File: src/rtl/segment_scan_mux.sv
// -----------------------------------------------------------------------------
// segment_scan_mux
//
// Multiplexed seven-segment display driver. DIGITS nibbles are scanned onto a
// shared segment bus, one digit per slot. The inputs are snapshotted once per
// frame so a digit never shows a mix of old and new values. Brightness is a
// PWM window at the start of each slot. The driver also provides optional
// leading-zero blanking, per-digit decimal points and a selectable pin
// polarity.
//
// Parameters
//   DIGITS      number of digits scanned (2..8)
//   CNT_W       width of the slot timing counters
//   ACTIVE_LOW  1 = invert digit_en, segment and dp at the pins
//
// Ports
//   clock         system clock
//   reset         synchronous, active-high reset
//   data          one nibble per digit, digit 0 = data[3:0] = rightmost
//   dp_mask       decimal point request per digit
//   lz_blank      enable leading-zero suppression
//   digit_period  clock cycles per digit slot (0 is treated as 1)
//   on_cycles     lit cycles at the start of each slot
//   digit_en      one-hot digit select (registered)
//   segment       segments, [0]=a .. [6]=g (registered)
//   dp            decimal point (registered)
//   frame_start   one-cycle pulse on the first cycle of every frame
// -----------------------------------------------------------------------------
module segment_scan_mux #(
    parameter int DIGITS     = 4,
    parameter int CNT_W      = 16,
    parameter bit ACTIVE_LOW = 1'b0
) (
    input  logic                clock,
    input  logic                reset,
    input  logic [4*DIGITS-1:0] data,
    input  logic [DIGITS-1:0]   dp_mask,
    input  logic                lz_blank,
    input  logic [CNT_W-1:0]    digit_period,
    input  logic [CNT_W-1:0]    on_cycles,
    output logic [DIGITS-1:0]   digit_en,
    output logic [6:0]          segment,
    output logic                dp,
    output logic                frame_start
);

    localparam int K_W = (DIGITS > 1) ? $clog2(DIGITS) : 1;
    typedef logic [K_W-1:0] idx_t;

    localparam idx_t              LAST_IDX = idx_t'(DIGITS - 1);
    localparam logic [DIGITS-1:0] ONE_HOT0 = DIGITS'(1);
    localparam logic [DIGITS-1:0] EN_POL   = {DIGITS{ACTIVE_LOW}};
    localparam logic [6:0]        SEG_POL  = {7{ACTIVE_LOW}};

    // Scan state
    logic [CNT_W-1:0]    slot_cnt;
    idx_t                digit_idx;
    // Low while in reset, so the first edge after release enters (k=0, s=0)
    // instead of advancing past it. That edge takes the first snapshot.
    logic                running;

    // Per-frame snapshot of the inputs
    logic [4*DIGITS-1:0] data_sh;
    logic [DIGITS-1:0]   dp_sh;
    logic                lz_sh;

    // Next-state values; the registered outputs are decoded from these
    logic [CNT_W-1:0]    period_m1;
    logic [CNT_W-1:0]    slot_cnt_nxt;
    idx_t                digit_idx_nxt;
    logic                entering;
    logic [4*DIGITS-1:0] data_sh_nxt;
    logic [DIGITS-1:0]   dp_sh_nxt;
    logic                lz_sh_nxt;

    // Output decode
    logic [4*DIGITS-1:0] upper_nibbles;
    logic [DIGITS-1:0]   dp_shifted;
    logic                lit;
    logic                blank;
    logic [DIGITS-1:0]   en_nxt;
    logic [6:0]          seg_nxt;
    logic                dp_nxt;

    // Hex to segments, active-high, bit order {g,f,e,d,c,b,a}
    function automatic logic [6:0] decode_hex(input logic [3:0] nib);
        case (nib)
            4'h0:    decode_hex = 7'h3F;
            4'h1:    decode_hex = 7'h06;
            4'h2:    decode_hex = 7'h5B;
            4'h3:    decode_hex = 7'h4F;
            4'h4:    decode_hex = 7'h66;
            4'h5:    decode_hex = 7'h6D;
            4'h6:    decode_hex = 7'h7D;
            4'h7:    decode_hex = 7'h07;
            4'h8:    decode_hex = 7'h7F;
            4'h9:    decode_hex = 7'h6F;
            4'hA:    decode_hex = 7'h77;
            4'hB:    decode_hex = 7'h7C;
            4'hC:    decode_hex = 7'h39;
            4'hD:    decode_hex = 7'h5E;
            4'hE:    decode_hex = 7'h79;
            default: decode_hex = 7'h71;
        endcase
    endfunction

    // A period of 0 behaves as 1, so the compare value never underflows.
    assign period_m1 = (digit_period == '0) ? '0 : digit_period - CNT_W'(1);

    always_comb begin
        // NOTE: every signal assigned in this block gets a default first, so no
        // path can leave one unassigned and infer a latch.
        slot_cnt_nxt  = slot_cnt + CNT_W'(1);
        digit_idx_nxt = digit_idx;
        entering      = 1'b0;

        if (!running) begin
            slot_cnt_nxt  = '0;
            digit_idx_nxt = '0;
            entering      = 1'b1;
        end else if (slot_cnt >= period_m1) begin
            // The >= compare ends the slot at once if digit_period drops below
            // the current count, rather than wrapping the counter.
            slot_cnt_nxt  = '0;
            digit_idx_nxt = (digit_idx == LAST_IDX) ? '0 : digit_idx + idx_t'(1);
            entering      = (digit_idx == LAST_IDX);
        end

        data_sh_nxt = entering ? data     : data_sh;
        dp_sh_nxt   = entering ? dp_mask  : dp_sh;
        lz_sh_nxt   = entering ? lz_blank : lz_sh;

        // The selected nibble sits in the low bits. The digit is a leading zero
        // when everything from it upward is zero.
        upper_nibbles = data_sh_nxt >> {digit_idx_nxt, 2'b00};
        dp_shifted    = dp_sh_nxt >> digit_idx_nxt;
        blank         = lz_sh_nxt && (digit_idx_nxt != '0) && (upper_nibbles == '0);

        // on_cycles is used live, so a brightness change applies on the next edge.
        lit     = (slot_cnt_nxt < on_cycles);
        en_nxt  = lit ? (ONE_HOT0 << digit_idx_nxt) : '0;
        seg_nxt = (lit && !blank) ? decode_hex(upper_nibbles[3:0]) : 7'h00;
        dp_nxt  = lit && dp_shifted[0];
    end

    // NOTE: sequential state uses non-blocking assignments only, so every
    // register samples the pre-edge value of its neighbours.
    always_ff @(posedge clock) begin
        if (reset) begin
            slot_cnt    <= '0;
            digit_idx   <= '0;
            running     <= 1'b0;
            data_sh     <= '0;
            dp_sh       <= '0;
            lz_sh       <= 1'b0;
            digit_en    <= EN_POL;
            segment     <= SEG_POL;
            dp          <= ACTIVE_LOW;
            frame_start <= 1'b0;
        end else begin
            slot_cnt    <= slot_cnt_nxt;
            digit_idx   <= digit_idx_nxt;
            running     <= 1'b1;
            data_sh     <= data_sh_nxt;
            dp_sh       <= dp_sh_nxt;
            lz_sh       <= lz_sh_nxt;
            // Polarity is folded in before the register, so the pins come
            // straight from flops.
            digit_en    <= en_nxt ^ EN_POL;
            segment     <= seg_nxt ^ SEG_POL;
            dp          <= dp_nxt ^ ACTIVE_LOW;
            frame_start <= entering;
        end
    end

endmodule

File: config.mk
export PLATFORM = sky130hd
export DESIGN_NAME = segment_scan_mux
export DESIGN_NICKNAME = d
export VERILOG_FILES = /design/src/rtl/segment_scan_mux.sv
export SDC_FILE = /design/constraint.sdc
export NUM_CORES = 1
export LEC_CHECK = 0
export BUFFER_PORTS_ARGS = -buffer_cell sky130_fd_sc_hd__buf_2
export CAP_MARGIN = 5
export CORE_MARGIN = 2
export CORE_UTILIZATION = 62
export DETAILED_ROUTE_END_ITERATION = 10
export GPL_ROUTABILITY_DRIVEN = 0
export PLACE_DENSITY_LB_ADDON = 0.12
export SLEW_MARGIN = 10
export SYNTH_ARGS = -nofsm -noshare
export SYNTH_HDL_FRONTEND = slang
export SYNTH_SLANG_ARGS = --single-unit
File: constraint.sdc
create_clock -name clock -period 11.4 [get_ports clock]
set_clock_uncertainty 0.1 [all_clocks]
set_input_delay 0 -clock clock [delete_from_list [all_inputs] [get_ports clock]]
set_output_delay 0 -clock clock [all_outputs]
set_load 0.01 [all_outputs]
-- After elaboration in Yosys (flattened, before gate mapping)
Memories as Yosys holds them, arrays and structs flattened. A register that Yosys moved wholly into a read port is not among the register bits.
Index checks and enable logic that the tools add are counted.
- flip-flop bits (word level): 46
- bits in latches: 0
- memory bits (writable): 0
- bits in read-only memories: 112
- bits of input ports: 55
- output and inout bits: 13
- logic and storage cells: 43
- memories kept: 1
- memory list (memory ; depth ; bits a word ; read ports ; clocked after Yosys merged registers in ; wr ports ; line ; RTL):
    (name not given) ; 16 ; 7 ; 1 ; 1 ; 0 ; 87 ; case (nib)
- $add $sub $neg: 3
- multiply operators: 0
- div/mod/pow operators: 0
- $lt $le $gt $ge: 2
- equality and inequality tests: 1
- shifts and indexed selects: 3
- mux-type cells: 12
- bitwise gates (word level): 2
- reductions and logical operators: 10
- operators by type and width (kind ; count):
    16-bit 2-to-1 mux ; 4
    16-bit zero test ; 2
    16-bit by 1-bit adder with 16-bit output (second input constant) ; 1
    16-bit greater-or-equal comparator ; 1
    16-bit < comparator ; 1
    16-bit by 4-bit >> shifter with 16-bit output ; 1
    16-bit by 1-bit subtractor with 16-bit output (second input constant) ; 1
    2-bit 2-to-1 mux ; 3
    1-bit logical AND ; 4
    1-bit 2-to-1 mux ; 4
    4-bit 2-to-1 mux ; 1
    2-bit OR reduction ; 2
    1-bit by 2-bit left shift with 4-bit output (first input constant) ; 1
    4-bit by 2-bit >> shifter with 1-bit output ; 1
    2-bit by 1-bit adder with 2-bit output (second input constant) ; 1
    2-bit equality test (second input constant) ; 1
    1-bit inverter ; 2
    2-bit nonzero test ; 1
    1-bit zero test ; 1

-- Depth between registers and ports, before layout
- depth after elaboration: 13
- gate-level depth with buffers: 26
- depth with buffers taken out: 23

-- Worst setup path after synthesis
No wires, ideal clock.
- kind: input port to flip-flop
- from: input port digit_period[9]
- to: register segment[6]
- library setup time: 0.155 ns
- data arrival time: 5.027 ns
- required time: 11.145 ns
- slack: 6.118 ns
- cell stages on the path: 24
- buffers on the path: 4
- path through: or4_1 -> nor4_1 -> nor2b_1 -> nand4b_1 -> clkbuf_1 -> nand2_1 -> ha_1 -> a21oi_2 -> nor3_2 -> or4_4 -> buf_6 -> nor3_4 -> buf_6 -> nand2_1 -> clkbuf_1 -> nor2_1 -> ha_1 -> o21ai_0 -> a221o_1 -> a2111o_1 -> o211ai_1 -> nor2_1 -> a21oi_2 -> a221oi_1
- elaborated cells on any way between the ends: 22
- classes of those cells: add/sub (1); order compare (2); shift (1); mux (9); bitwise (1); reduce/logical (8)
- RTL lines (what ; line ; RTL):
    start: declaration ; 39 ; input logic [CNT_W-1:0] digit_period,
    16-bit by 1-bit subtractor with 16-bit output or 16-bit zero test (tied branches) ; 108 ; assign period_m1 = (digit_period == '0) ? '0 : digit_period - CNT_W'(1);
    16-bit 2-to-1 mux * ; 108 ;
    16-bit greater-or-equal comparator * ; 121 ; end else if (slot_cnt >= period_m1) begin
    16-bit 2-to-1 mux * ; 121 ;
    16-bit 2-to-1 mux * ; 117 ; if (!running) begin
    named net slot_cnt_nxt[2] ; 69 ; logic [CNT_W-1:0] slot_cnt_nxt;
    16-bit < comparator * ; 140 ; lit = (slot_cnt_nxt < on_cycles);
    1-bit logical AND * ; 142 ; seg_nxt = (lit && !blank) ? decode_hex(upper_nibbles[3:0]) : 7'h00;
    1-bit inverter (no source line) * ; -- ;
    2-bit OR reduction (no source line) * ; -- ;
    end: declaration ; 42 ; output logic [6:0] segment,
The timed path passes the listed nets; every way through them passes the cells marked *.
A chain may end at the register's enable or synchronous reset.

-- Final worst setup path
Ends and elaborated chain as after synthesis.

==> results.yml <==
timing:
  finalWorstSetupSlack_ns: 4.63
  min_period_ns: 6.77
  fmax_ghz: 0.148
  setup_tns_ns: 0
  slew_headroom_pct: 36.5
  rsz0062_at_grt: "no"
  tightest_slew_ns: 0.950
  finalCritPeriodShare_pct: 59.4
  drv_slew: 0
  setup_viol_count_final: 0
  final_hold_viol_count: 0
detailed_routing:
  drt-initial-drc-count: 442
  vias: 4063
  drt_pre_antenna_iters: 5
  detail_route.vias_per_cell: 6.00
  antenna_left: 0
  drc: 0
  wl_per_cell_um: 15.0
  routed_wl_mm: 10.1
logic_synthesis:
  syn_area_mm2: 0.00408
  synth_cells: 526
  synth.avg_cell_area_um2: 7.76
  synth_top_family_by_area: "simple AND/OR/NAND/NOR gates"
  ys.warnings.count: 0
  synth_xor_area_share_pct: 6.01
  post_synth_and_or_nand_nor_area_fraction_pct: 27.6
  ys.flop_type: "dfxtp_1"
  synthAdderAreaFrac_pct: 12.9
  synth_mux_area_share_pct: 4.14
  yosysSeqAreaShare_pct: 26.0
  synthArstFlopShare_pct: 0
  synth_fp_nets: 623
  synth-compound-area-share_pct: 17.9
  ys_ff_latch: 53
  synth_edf_count: 0
  ys_types: 64
cts:
  cts_setup_buffers: 0
  cts.path.max_buffers: 2
  cts_buffers: 5
  clock_sinks: 53
  insertion_delay_ns: 0.31
  cts_max_level: 2
  holdBufCountCts: 21
  ctsResizeCount: 0
  clockRootBuffer: "clkbuf_8"
  cts_tree: "yes"
  path_clk_slew_ns: 0.10
floorplan:
  dieArea_mm2: 0.00725
  rows: 29
  initial_utilization_pct: 64.3
  core_area_mm2: 0.00635
  dieHeight_um: 85.1
  die_w_um: 85.1
  io_pins: 68
grt:
  grt_max_degree: 43
  grtUsageTotal_pct: 28.6
  antenna_found_initial: 0
  grt_pass1_vias: 3795
  grt_pass1_wl_mm: 17.2
  grt_overflow: 0
layout:
  area_delta_synth_final_pct: 15.6
  nFillCells: 513
  num-nets-final: 696
  finalInstanceArea_mm2: 0.00472
  drive_above_1_share_pct: 15.5
  antenna_cells: 0
job:
  maxCapViolCount: 0
worst_setup_path:
  cp_top_family: "simple AND/OR/NAND/NOR gates"
  regToRegSetupSlack_ns: 5.82
  crit_path_start_kind: "input port"
  reg2reg_to: "segment[6]"
  rr_startpoint: "slot_cnt[0]"
  crit_path_max_fanout: 31
  path_cells: "buf_2 -> or4_1 -> nor4_1 -> nor2b_1 -> nand4b_1 -> and2_1 -> ha_1 -> nand2b_1 -> a2111o_1 -> and4_1 -> nor3_4 -> nand2_1 -> nor2_1 -> ha_1 -> o21ai_0 -> a221o_1 -> a2111o_1 -> o211ai_1 -> nor2_1 -> a21oi_2 -> a221oi_1"
  crit_buf_inv: 1
  cp_data_arrival_time_ns: 6.84
  slowest_stage: "nand2_1"
  cp-startpoint: "digit_period[9]"
  crit_required_ns: 11.46
  max_stage_delay_ns: 0.69
  worstSetupEndpointType: "register"
  worst-setup-path-type: "in -> reg"
  rr_worst_depth: 16
hold_path:
  worstHoldStart: "reset"
  worstHoldEndpoint: "running"
  whs_path_depth: 2
  holdCritPathClass: "in -> reg"
power_and_ir_drop:
  p_leak_nw: 2.13
  report.power.total_uw: 395
  power.density_mw_per_mm2: 83.8
  ir_drop_mv: 0.0656
placed_design:
  postPlaceCellArea_mm2: 0.00441
  port-buffer-count: 67
  hpwlAfterDp_mm: 7.56
  place_ws_ns: 4.49
status:
  outcome: "complete, no violations"
area by class of cell:
cell class | count | area, µm² | share of cell area (%)
inverters | 28 | 105 | 2.23
flip-flops and latches | 53 | 1060 | 22.5
multi-input cells | 421 | 2800 | 59.3
repair buffers | 90 | 561 | 11.9
clock inverters | 3 | 26.3 | 0.557
clock buffers | 5 | 68.8 | 1.46
well taps | 77 | 96.3 | 2.04
synthesized netlist by cell type (3+ instances only):
cell | instances | area, µm²
a21o_1 | 4 | 30.0
a211oi_1 | 5 | 37.5
o21ai_0 | 7 | 35.0
o211ai_1 | 8 | 60.1
nand2b_1 | 6 | 37.5
buf_4 | 3 | 22.5
or4_1 | 3 | 22.5
and2_1 | 3 | 18.8
nor4_1 | 10 | 62.6
a221oi_1 | 5 | 43.8
nand2_1 | 96 | 360
a2111o_1 | 4 | 45.0
nor3_1 | 27 | 135
buf_1 | 3 | 11.3
xnor2_1 | 12 | 105
ha_1 | 42 | 526
dfxtp_1 | 53 | 1060
clkbuf_1 | 16 | 60.1
o21ai_1 | 3 | 15.0
a21oi_1 | 29 | 145
nand4_1 | 4 | 25.0
mux2i_1 | 11 | 110
nand3_1 | 16 | 80.1
a31oi_1 | 5 | 31.3
nor2b_1 | 6 | 37.5
xor2_1 | 16 | 140
mux2_1 | 3 | 33.8
a311oi_1 | 4 | 35.0
inv_1 | 28 | 105
nor2_1 | 45 | 169
power by group:
group	internal (mW)	total [mW]	switching, mW
Sequential	0.193	0.199	0.00541
Combinational	0.0382	0.0845	0.0463
Clock	0.0448	0.112	0.0673
Total	0.276	0.395	0.119
sequential cells by signal, indices dropped and copies added (netlist names):
name and cells:
dp 1, running 1, lz_sh 1, dp_sh 4, digit_idx 2, digit_en 4, frame_start 1, segment 7
slot_cnt 16, data_sh 16
kinds of logic after synthesis:
family          Yosys count
xor+xnor                 28
fa+ha+maj                42
mux                      16
simple gates            234
buf+inv                  52
flops                    53
compound gates          101
cell usage in the layout, fill, tap and decap left out, types with 7 or more instances in the layout:
cell	count
nand2_1	96
buf_2	67
dfxtp_1	53
nor2_1	45
ha_1	42
a21oi_1	29
inv_1	28
nor3_1	27
dlygate4sd3_1	21
xor2_1	16
nand3_1	16
xnor2_1	12
mux2i_1	11
nor4_1	10
o211ai_1	8
o21ai_0	7
how the worst max path moves through the flow:
stage / endpoint / slack [ns] / cells past startpoint
after floorplan: segment[6] / 6.12 / 24
after global placement: segment[6] / 4.85 / 21
after detailed placement: segment[6] / 4.49 / 21
after CTS: segment[6] / 4.80 / 21
after global routing: segment[6] / 4.22 / 21
final: segment[6] / 4.63 / 21
through the flow:
step	hold WS, ns	util [%]	instances
6_report	0.109	74.3	677
5_1_grt	0.124	74.3	677
3_5_place_dp	0.155	69.5	648
2_1_floorplan	0.0405	-	526
3_3_place_gp	0.147	69.5	648
4_1_cts	0.0917	74.3	677
routing by layer:
metal  GRT usage, %  wire, µm
met1           39.6      4720
met2           45.8      4540
met3           5.54       679
met4           7.36       183
met5              0         0
(Power assumes the default switching activity.)
